===== src/rtl/alu32_issue_if.sv =====
// rtl/alu32_issue_if.sv - request, ALU and response bundle for the alu32 issue stage
interface alu32_issue_if;
  // request side
  logic        req_valid;
  logic        req_ready;
  logic [31:0] req_a;
  logic [31:0] req_b;
  logic [5:0]  req_f;
  logic [3:0]  req_tag;
  // external ALU side
  logic [31:0] alu_a;
  logic [31:0] alu_b;
  logic        alu_op_add;
  logic        alu_op_sub;
  logic        alu_op_and;
  logic        alu_op_or;
  logic        alu_op_xor;
  logic        alu_op_nor;
  logic [31:0] alu_out;
  logic        alu_zero;
  logic        alu_overflow;
  // response side
  logic        rsp_valid;
  logic        rsp_ready;
  logic [31:0] rsp_out;
  logic        rsp_zero;
  logic        rsp_ov;
  logic [3:0]  rsp_tag;
  logic        rsp_illegal;
  logic [11:0] err_count;

  // issue stage view
  modport slave (
    input  req_valid, req_a, req_b, req_f, req_tag,
    output req_ready,
    output alu_a, alu_b, alu_op_add, alu_op_sub, alu_op_and, alu_op_or, alu_op_xor, alu_op_nor,
    input  alu_out, alu_zero, alu_overflow,
    output rsp_valid, rsp_out, rsp_zero, rsp_ov, rsp_tag, rsp_illegal, err_count,
    input  rsp_ready
  );

  // requester / ALU / consumer view
  modport master (
    output req_valid, req_a, req_b, req_f, req_tag,
    input  req_ready,
    input  alu_a, alu_b, alu_op_add, alu_op_sub, alu_op_and, alu_op_or, alu_op_xor, alu_op_nor,
    output alu_out, alu_zero, alu_overflow,
    input  rsp_valid, rsp_out, rsp_zero, rsp_ov, rsp_tag, rsp_illegal, err_count,
    output rsp_ready
  );
endinterface


===== src/rtl/alu32_issue.sv =====
// rtl/alu32_issue.sv - 2-entry request FIFO feeding an external ALU with a registered response
module alu32_issue (
  input  logic         m_clock,
  input  logic         p_reset,
  alu32_issue_if.slave bus
);

  localparam logic [1:0] EMPTY = 2'd0;
  localparam logic [1:0] ONE   = 2'd1;
  localparam logic [1:0] FULL  = 2'd2;

  logic [1:0]  occ_q, occ_d;
  logic        wr_ptr_q;
  logic        rd_ptr_q;
  logic [31:0] a_q   [2];
  logic [31:0] b_q   [2];
  logic [5:0]  f_q   [2];
  logic [3:0]  tag_q [2];

  // held low through reset so req_ready rises only at the first edge afterwards
  logic        ready_q;

  logic        rsp_valid_q;
  logic [31:0] rsp_out_q;
  logic        rsp_zero_q;
  logic        rsp_ov_q;
  logic [3:0]  rsp_tag_q;
  logic        rsp_illegal_q;
  logic [11:0] err_q;

  logic        req_ready;
  logic        push;
  logic        exec;
  logic [5:0]  head_f;
  logic        head_legal;
  logic        op_en;

  assign req_ready  = ready_q && (occ_q != FULL);
  assign push       = bus.req_valid && req_ready;
  assign exec       = (occ_q != EMPTY) && (!rsp_valid_q || bus.rsp_ready);
  assign head_f     = f_q[rd_ptr_q];
  // one-hot: non-zero with a single bit set
  assign head_legal = (head_f != 6'd0) && ((head_f & (head_f - 6'd1)) == 6'd0);
  assign op_en      = exec && head_legal;

  assign bus.req_ready   = req_ready;
  assign bus.alu_a       = exec ? a_q[rd_ptr_q] : 32'd0;
  assign bus.alu_b       = exec ? b_q[rd_ptr_q] : 32'd0;
  assign bus.alu_op_add  = op_en && head_f[5];
  assign bus.alu_op_sub  = op_en && head_f[4];
  assign bus.alu_op_and  = op_en && head_f[3];
  assign bus.alu_op_or   = op_en && head_f[2];
  assign bus.alu_op_xor  = op_en && head_f[1];
  assign bus.alu_op_nor  = op_en && head_f[0];
  assign bus.rsp_valid   = rsp_valid_q;
  assign bus.rsp_out     = rsp_out_q;
  assign bus.rsp_zero    = rsp_zero_q;
  assign bus.rsp_ov      = rsp_ov_q;
  assign bus.rsp_tag     = rsp_tag_q;
  assign bus.rsp_illegal = rsp_illegal_q;
  assign bus.err_count   = err_q;

  // occupancy follows push/pop; simultaneous push and pop leaves it unchanged
  always_comb begin
    occ_d = occ_q;
    if (push && !exec) begin
      occ_d = (occ_q == EMPTY) ? ONE : FULL;
    end else if (!push && exec) begin
      occ_d = (occ_q == FULL) ? ONE : EMPTY;
    end
  end

  // FIFO storage, pointers and occupancy
  always_ff @(posedge m_clock or negedge p_reset) begin
    if (!p_reset) begin
      occ_q    <= EMPTY;
      wr_ptr_q <= 1'b0;
      rd_ptr_q <= 1'b0;
      ready_q  <= 1'b0;
      for (int i = 0; i < 2; i++) begin
        a_q[i]   <= 32'd0;
        b_q[i]   <= 32'd0;
        f_q[i]   <= 6'd0;
        tag_q[i] <= 4'd0;
      end
    end else begin
      ready_q <= 1'b1;
      occ_q   <= occ_d;
      if (push) begin
        a_q[wr_ptr_q]   <= bus.req_a;
        b_q[wr_ptr_q]   <= bus.req_b;
        f_q[wr_ptr_q]   <= bus.req_f;
        tag_q[wr_ptr_q] <= bus.req_tag;
        wr_ptr_q        <= ~wr_ptr_q;
      end
      if (exec) begin
        rd_ptr_q <= ~rd_ptr_q;
      end
    end
  end

  // response register: load on exec, drop when consumed, hold under back-pressure
  always_ff @(posedge m_clock or negedge p_reset) begin
    if (!p_reset) begin
      rsp_valid_q   <= 1'b0;
      rsp_out_q     <= 32'd0;
      rsp_zero_q    <= 1'b0;
      rsp_ov_q      <= 1'b0;
      rsp_tag_q     <= 4'd0;
      rsp_illegal_q <= 1'b0;
      err_q         <= 12'd0;
    end else if (exec) begin
      rsp_valid_q   <= 1'b1;
      rsp_out_q     <= head_legal ? bus.alu_out : 32'd0;
      rsp_zero_q    <= head_legal && bus.alu_zero;
      rsp_ov_q      <= head_legal && bus.alu_overflow;
      rsp_tag_q     <= tag_q[rd_ptr_q];
      rsp_illegal_q <= !head_legal;
      if (!head_legal && (err_q != 12'hFFF)) begin
        err_q <= err_q + 12'd1;
      end
    end else if (bus.rsp_ready) begin
      rsp_valid_q <= 1'b0;
    end
  end

endmodule


===== src/flat_wrapper.sv =====
// flat-port wrapper written by rule: the top's interface ports become plain ports
module alu32_issue_flat 
  (m_clock, p_reset, bus_req_valid, bus_req_a, bus_req_b, bus_req_f, bus_req_tag, bus_req_ready, bus_alu_a, bus_alu_b, bus_alu_op_add, bus_alu_op_sub, bus_alu_op_and, bus_alu_op_or, bus_alu_op_xor, bus_alu_op_nor, bus_alu_out, bus_alu_zero, bus_alu_overflow, bus_rsp_valid, bus_rsp_out, bus_rsp_zero, bus_rsp_ov, bus_rsp_tag, bus_rsp_illegal, bus_err_count, bus_rsp_ready);
  alu32_issue_if bus_i ();
  input  logic m_clock;
  input  logic p_reset;
  input wire logic [$bits(bus_i.req_valid)-1:0] bus_req_valid;
  input wire logic [$bits(bus_i.req_a)-1:0] bus_req_a;
  input wire logic [$bits(bus_i.req_b)-1:0] bus_req_b;
  input wire logic [$bits(bus_i.req_f)-1:0] bus_req_f;
  input wire logic [$bits(bus_i.req_tag)-1:0] bus_req_tag;
  output wire logic [$bits(bus_i.req_ready)-1:0] bus_req_ready;
  output wire logic [$bits(bus_i.alu_a)-1:0] bus_alu_a;
  output wire logic [$bits(bus_i.alu_b)-1:0] bus_alu_b;
  output wire logic [$bits(bus_i.alu_op_add)-1:0] bus_alu_op_add;
  output wire logic [$bits(bus_i.alu_op_sub)-1:0] bus_alu_op_sub;
  output wire logic [$bits(bus_i.alu_op_and)-1:0] bus_alu_op_and;
  output wire logic [$bits(bus_i.alu_op_or)-1:0] bus_alu_op_or;
  output wire logic [$bits(bus_i.alu_op_xor)-1:0] bus_alu_op_xor;
  output wire logic [$bits(bus_i.alu_op_nor)-1:0] bus_alu_op_nor;
  input wire logic [$bits(bus_i.alu_out)-1:0] bus_alu_out;
  input wire logic [$bits(bus_i.alu_zero)-1:0] bus_alu_zero;
  input wire logic [$bits(bus_i.alu_overflow)-1:0] bus_alu_overflow;
  output wire logic [$bits(bus_i.rsp_valid)-1:0] bus_rsp_valid;
  output wire logic [$bits(bus_i.rsp_out)-1:0] bus_rsp_out;
  output wire logic [$bits(bus_i.rsp_zero)-1:0] bus_rsp_zero;
  output wire logic [$bits(bus_i.rsp_ov)-1:0] bus_rsp_ov;
  output wire logic [$bits(bus_i.rsp_tag)-1:0] bus_rsp_tag;
  output wire logic [$bits(bus_i.rsp_illegal)-1:0] bus_rsp_illegal;
  output wire logic [$bits(bus_i.err_count)-1:0] bus_err_count;
  input wire logic [$bits(bus_i.rsp_ready)-1:0] bus_rsp_ready;
  assign bus_i.req_valid = bus_req_valid;
  assign bus_i.req_a = bus_req_a;
  assign bus_i.req_b = bus_req_b;
  assign bus_i.req_f = bus_req_f;
  assign bus_i.req_tag = bus_req_tag;
  assign bus_req_ready = bus_i.req_ready;
  assign bus_alu_a = bus_i.alu_a;
  assign bus_alu_b = bus_i.alu_b;
  assign bus_alu_op_add = bus_i.alu_op_add;
  assign bus_alu_op_sub = bus_i.alu_op_sub;
  assign bus_alu_op_and = bus_i.alu_op_and;
  assign bus_alu_op_or = bus_i.alu_op_or;
  assign bus_alu_op_xor = bus_i.alu_op_xor;
  assign bus_alu_op_nor = bus_i.alu_op_nor;
  assign bus_i.alu_out = bus_alu_out;
  assign bus_i.alu_zero = bus_alu_zero;
  assign bus_i.alu_overflow = bus_alu_overflow;
  assign bus_rsp_valid = bus_i.rsp_valid;
  assign bus_rsp_out = bus_i.rsp_out;
  assign bus_rsp_zero = bus_i.rsp_zero;
  assign bus_rsp_ov = bus_i.rsp_ov;
  assign bus_rsp_tag = bus_i.rsp_tag;
  assign bus_rsp_illegal = bus_i.rsp_illegal;
  assign bus_err_count = bus_i.err_count;
  assign bus_i.rsp_ready = bus_rsp_ready;
  alu32_issue u_core (.m_clock(m_clock), .p_reset(p_reset), .bus(bus_i));
endmodule

===== config.mk =====
export PLATFORM = sky130hd
export DESIGN_NAME = alu32_issue_flat
export DESIGN_NICKNAME = d
export VERILOG_FILES = /design/src/rtl/alu32_issue_if.sv /design/src/rtl/alu32_issue.sv /design/src/flat_wrapper.sv
export SDC_FILE = /design/constraint.sdc
export NUM_CORES = 1
export LEC_CHECK = 0
export CAP_MARGIN = 25
export CORE_MARGIN = 8
export CORE_UTILIZATION = 44
export DETAILED_ROUTE_END_ITERATION = 12
export PLACE_DENSITY = 0.84
export REMOVE_ABC_BUFFERS = 1
export SKIP_LAST_GASP = 1
export SYNTH_ARGS = -nofsm -noshare
export SYNTH_HDL_FRONTEND = slang
export SYNTH_SLANG_ARGS = --single-unit

===== constraint.sdc =====
create_clock -name m_clock -period 2.1 [get_ports m_clock]
set_input_delay 0.315 -clock m_clock [delete_from_list [all_inputs] [get_ports m_clock]]
set_output_delay 0.315 -clock m_clock [all_outputs]
set_load 0.02 [all_outputs]

---- After elaboration in Yosys (flattened, before gate mapping) ----
Cells that the tools add are included.
storage, ports and cells
  register bits after elaboration ......... 205
  output and inout bits ................... 123
  logic and storage cells ................. 92
cells by class
  add/sub/neg operators ................... 2
  $lt $le $gt $ge ......................... 3
  equal/unequal tests ..................... 3
  muxes and demuxes ....................... 31
  bitwise logic cells ..................... 5
  reduce and logical (&&, ||, !) cells .... 29
operators by type and width
  operator                 count
  $mux W32                 10
  $bwmux W64               2
  $demux W32 S1            1
  $mux W6                  4
  $logic_and A1 B1 Y1      17
  $mux W4                  4
  $add A12 B1 Y12 const B  1
  $bwmux W12               1
  $ne A12 B12 Y1 const B   1
  $bwmux W8                1
  $and A6 B6 Y6            1
  $demux W6 S1             1
  $logic_not A6 Y1         1
  $mux W2                  3
  $reduce_bool A2 Y1       3
  $reduce_bool A6 Y1       1
  $sub A6 B1 Y6 const B    1
  $demux W4 S1             1
  $ge A2 B2 Y1 const B     2
  $logic_not A1 Y1         4
  $not A1 Y2               2
  $mux W1                  3
  $eq A2 B2 Y1 const B     1
  $logic_not A2 Y1         1
  5 further kinds          6

---- Logic depth before layout (Yosys ltp) ----
  word-level depth ........................ 11
  depth in mapped cells ................... 10
  depth with buffers taken out ............ 7

---- Worst setup path before layout ----
OpenSTA, ideal clock, no wires.
  path type ............................... flip-flop to flip-flop
  start ................................... reg u_core.err_q[0] (netlist: u_core.bus.err_count[0])
  end ..................................... reg u_core.err_q[1] (netlist: u_core.bus.err_count[1])
  setup time .............................. 0.125 ns
  data arrival time ....................... 2.127 ns
  slack ................................... -0.152 ns
  cell stages (with the launch flop) ...... 9
  clock period less this slack ............ 2.252 ns
  path through ............................ dfrtp_1 -> ha_1 -> and3_1 -> and2_1 -> clkbuf_1 -> a31oi_2 -> and2_1 -> buf_6 -> mux2_4
on the way
  word-level cells in the longest chain between the ends .. 3
ends and longest elaborated chain
  what                                                                     line                RTL
  start, declared                                                          alu32_issue.sv:29   logic [11:0] err_q;
  start signal, assigned                                                   alu32_issue.sv:120  err_q <= err_q + 12'd1;
  parallel branches: the longest is 3 deep, another holds $add A12 B1 Y12  -
Parallel ways; which one is timed is not known.
A chain may end at the register's enable or synchronous reset.

---- Final worst setup path ----
  start ................................... reg u_core.rd_ptr_q
  end ..................................... out bus_alu_op_and
on the way
  word-level cells in the longest chain between the ends .. 10
ends and longest elaborated chain
  what                                             line                RTL
  start, declared                                  alu32_issue.sv:14   logic rd_ptr_q;
  start signal, assigned                           alu32_issue.sv:97   rd_ptr_q <= ~rd_ptr_q;
  $not A1 Y2 (not written as such) (*)             alu32_issue.sv:41   assign head_f = f_q[rd_ptr_q];
  $mux W6 (not written as such) (*) (3 in series)  alu32_issue.sv:41
  $sub A6 B1 Y6                                    alu32_issue.sv:43   assign head_legal = (head_f != 6'd0) && ((head_f & (head_f - 6'd1)) == 6'd0);
  $and A6 B6 Y6                                    alu32_issue.sv:43
  $logic_not A6 Y1                                 alu32_issue.sv:43
  $logic_and A1 B1 Y1                              alu32_issue.sv:43
  $logic_and A1 B1 Y1                              alu32_issue.sv:44   assign op_en = exec && head_legal;
  $logic_and A1 B1 Y1 (*)                          alu32_issue.sv:51   assign bus.alu_op_and = op_en && head_f[3];
  end, declared                                    flat_wrapper.sv:17  output wire logic [$bits(bus_i.alu_op_and)-1:0] bus_alu_op_and;
Mark *: on every way between the ends. The rest lies on a longest branch, timed or not. The select of a mux whose other input is x is not followed.

==> key figures <==
Finish
  – Layout Area Growth over Synthesis: 47.94%
  – Layout cells sized above 1: 37.46%
  – Final core utilization: 66.18%
  – Commonest non-fill, non-tap cell in the layout: dfrtp_1
  – Nets@finish: 1149
  – Post-Layout Cell Count: 1320
  – Most frequent cells in the layout: dfrtp_1 (203), clkdlybuf4s50_1 (162), mux2_2 (148)

Timing
  – Min Tclk post-route: 2572 ps
  – Clock Skew: 13.22 ps
  – Max Freq: 0.3888 GHz
  – Min Hold Slack: 362.7 ps
  – Setup TNS: -15860 ps
  – RSZ-0062 raised after global routing: true
  – Final number of hold-violating endpoints: 0
  – Worst setup margin: -472.2 ps
  – Final setup vio count: 74
  – Fin. max-slew vios: 0
  – Crit share post-route: 122.5%

Place
  – RePlAce Congestion: 0.7577
  – Placed instance count: 1230
  – HPWL after DPL: 16.11 mm
  – PortBufs: 234

Power and ir drop
  – Peak VDD IR: 0.7835 mV
  – Power Total: 20.38 mW
  – Reg power frac: 33.1%
  – Power per cell area: 1527 nW/um2
  – P_sw: 7.111 mW
  – Logic pwr share: 48.0%
  – Leak pwr: 5.990 nW
  – Net Sw Frac: 34.89%
  – Clock power frac: 18.9%
  – Internal power: 13.27 mW

GRT
  – Tot GR Track Use: 18.28%
  – Largest net degree at the start of global routing: 61
  – Initial antenna violation count: 1
  – Total gr overflow: 0
  – Number of global-route vias before repair: 7112
  – Global-route wire length before repair: 38.21 mm

Critical path
  – Setup CP Type: reg -> out
  – Worst Reg-to-Reg Cells: 9
  – Worst setup EP type: output pin
  – Crit-path max FO: 7
  – Worst endpoint required time: 1780 ps
  – Startpoint types: flop
  – Worst r2r src: u_core.f_q[7]
  – Worst EP arrival: 2260 ps
  – End point of the critical path: bus_alu_op_and
  – Critical path origin: u_core.rd_ptr_q
  – Flop-to-flop setup slack: -60 ps
  – Reg2reg end: u_core.bus.err_count[0]

Floorplan
  – Overall die width: 159.2 um
  – Die area: 25340 um2
  – Placement row count: 52
  – Die Ht: 159.2 um
  – IO Pins: 235
  – Starting Density: 44.73%
  – Core footprint: 20170 um2

Synthesis
  – Syn Inst Count: 733
  – Yosys reg bits: 205
  – Synth warnings: 0
  – Netlist cell types: 43
  – Avg Cell Area, Syn: 12.31 um2
  – Sequential area share after synthesis: 56.86%
  – Mapped Area: 9022 um2

Drt
  – Drt drc: 0
  – Wirelength per Cell: 18.76 um
  – ANT nets after route: 0
  – DRT Pass-1 Iters: 4
  – DR vias/cell: 5.045
  – Total Wirelength: 24.76 mm
  – DR vias: 6660
  – DR iter-0 viols: 280

Job
  – MaxCap Viol Count: 0

Clock tree
  – Worst-Skew Late Latency: 500 ps
  – Inserted Clock Buffers: 23
  – Clock slew at reported path FFs: 60 ps
  – Root Driver: clkbuf_16
  – Clock sinks: 205
  – CTS H-tree depth: 1
  – Max Root-Sink Buffers: 3
  – CTS tree: yes

Hold path
  – Worst hold path class: in -> reg

Status
  – Status: finished with violations
  – Failing checks: setup timing
routing by layer:
layer / global-route usage [%] / up-vias / part of all wire (%)
met5: 0 / - / 0
met4: 6.132 / 0 / 2.9
met2: 33.00 / 166 / 52
met1: 20.99 / 3316 / 40
met3: 4.111 / 42 / 4.9
li1: - / 3136 / -
cell families after synthesis:
logic type,count (synthesis),share of synthesized area [%]
AO/OA/AOI/OAI,63,4.133
adder cells (fa/ha/maj),2,0.2773
AND/OR/NAND/NOR,180,8.376
buffers and inverters,50,2.607
XOR/XNOR,10,0.9708
flip-flops,205,56.86
multiplexers,222,26.74
other,1,0.04156
flip-flops by register name (all words and copies together), names as in the netlist, 2 cells and up:
signal                count
u_core.bus.rsp_tag        4
u_core.f_q               12
u_core.a_q               64
u_core.tag_q              8
u_core.b_q               64
u_core.bus.rsp_out       32
u_core.bus.err_count     12
u_core.occ_q              2
power by group through the flow:
stage          clock (mW)  combinational (mW)  sequential, mW
3_3_place_gp            0                7.84            6.49
4_1_cts              3.95                8.41            6.60
2_1_floorplan           0                4.52            7.50
5_1_grt              4.11                10.5            6.94
3_5_place_dp            0                7.99            6.61
6_report             3.86                9.78            6.75
per-stage QoR:
stage	setup WS, ps	cell area, um2
after CTS	-448.6	12780
after global placement	-461.1	11910
after detailed placement	-505.7	11910
final	-472.2	13350
after floorplan	-2686	8795
after global routing	-560.3	13350
final cells by class:
type,count,area (um2)
multi-input combinational,478,3897
inverter,2,8.758
sequential,205,5135
fill,1524,6822
clock inverter,7,66.31
tap,270,337.8
clock buffer,32,659.4
antenna,1,2.502
timing repair buffer,325,3241
how the worst min path moves through the flow:
stage	startpoint	to	cells after the start
6_report	bus_alu_out[5]	u_core.bus.rsp_out[5]	3
5_1_grt	bus_alu_out[2]	u_core.bus.rsp_out[2]	3
4_1_cts	bus_alu_out[29]	u_core.bus.rsp_out[29]	3
3_5_place_dp	p_reset	u_core.bus.err_count[2]	1
3_3_place_gp	p_reset	u_core.bus.err_count[0]	1
2_1_floorplan	p_reset	u_core.a_q[0]	0
synth_stat cells:
library cell    n  area share, %
a211oi_2        1           0.14
a21boi_2        1           0.12
a21o_1          1          0.083
a21oi_1         5           0.28
a22o_1          1          0.097
a22oi_1         1          0.083
a31oi_1         6           0.42
a31oi_2         1           0.14
a32oi_1         1          0.097
a41oi_1         1          0.097
and2_0          1          0.069
and2_1          4           0.28
and3_1          6           0.42
buf_1           3           0.12
buf_2          23            1.3
buf_4           1          0.083
buf_6           2           0.25
clkbuf_1       19           0.79
conb_1          1          0.042
dfrtp_1       205             57
ha_1            2           0.28
inv_1           2          0.083
mux2_2        148             18
mux2_4          1           0.17
mux2i_1        73            8.1
nand2_1        76            3.2
nand2b_1        2           0.14
nand3_1         2           0.11
nand4_1         4           0.28
nor2_1         76            3.2
nor2b_1         2           0.14
nor3_1          2           0.11
nor4_1          1          0.069
nor4_2          1           0.14
nor4b_2         1           0.17
o21a_1          2           0.17
o21ai_0        40            2.2
o21ai_2         1          0.097
o22a_1          1          0.097
or2_1           1          0.069
or3_1           1          0.069
xnor2_1         8           0.78
xor2_1          2           0.19
worst max-delay path, cell delays in order (launching register included):
cell and delay, ps:
dfrtp_4 520, nor2b_4 160, a22o_1 210, a211oi_2 220, o21ai_2 90, or2_4 290, nor2_1 130, buf_4 150
timing repair:
action,CTS,global route
pin swaps,3,15
gates resized for setup,177,263
setup endpoints to repair,77,76
hold buffers,1,0
cloned,3,4
hold endpoints to repair,53,0
setup buffers,8,35
(Power assumes the default switching activity.)
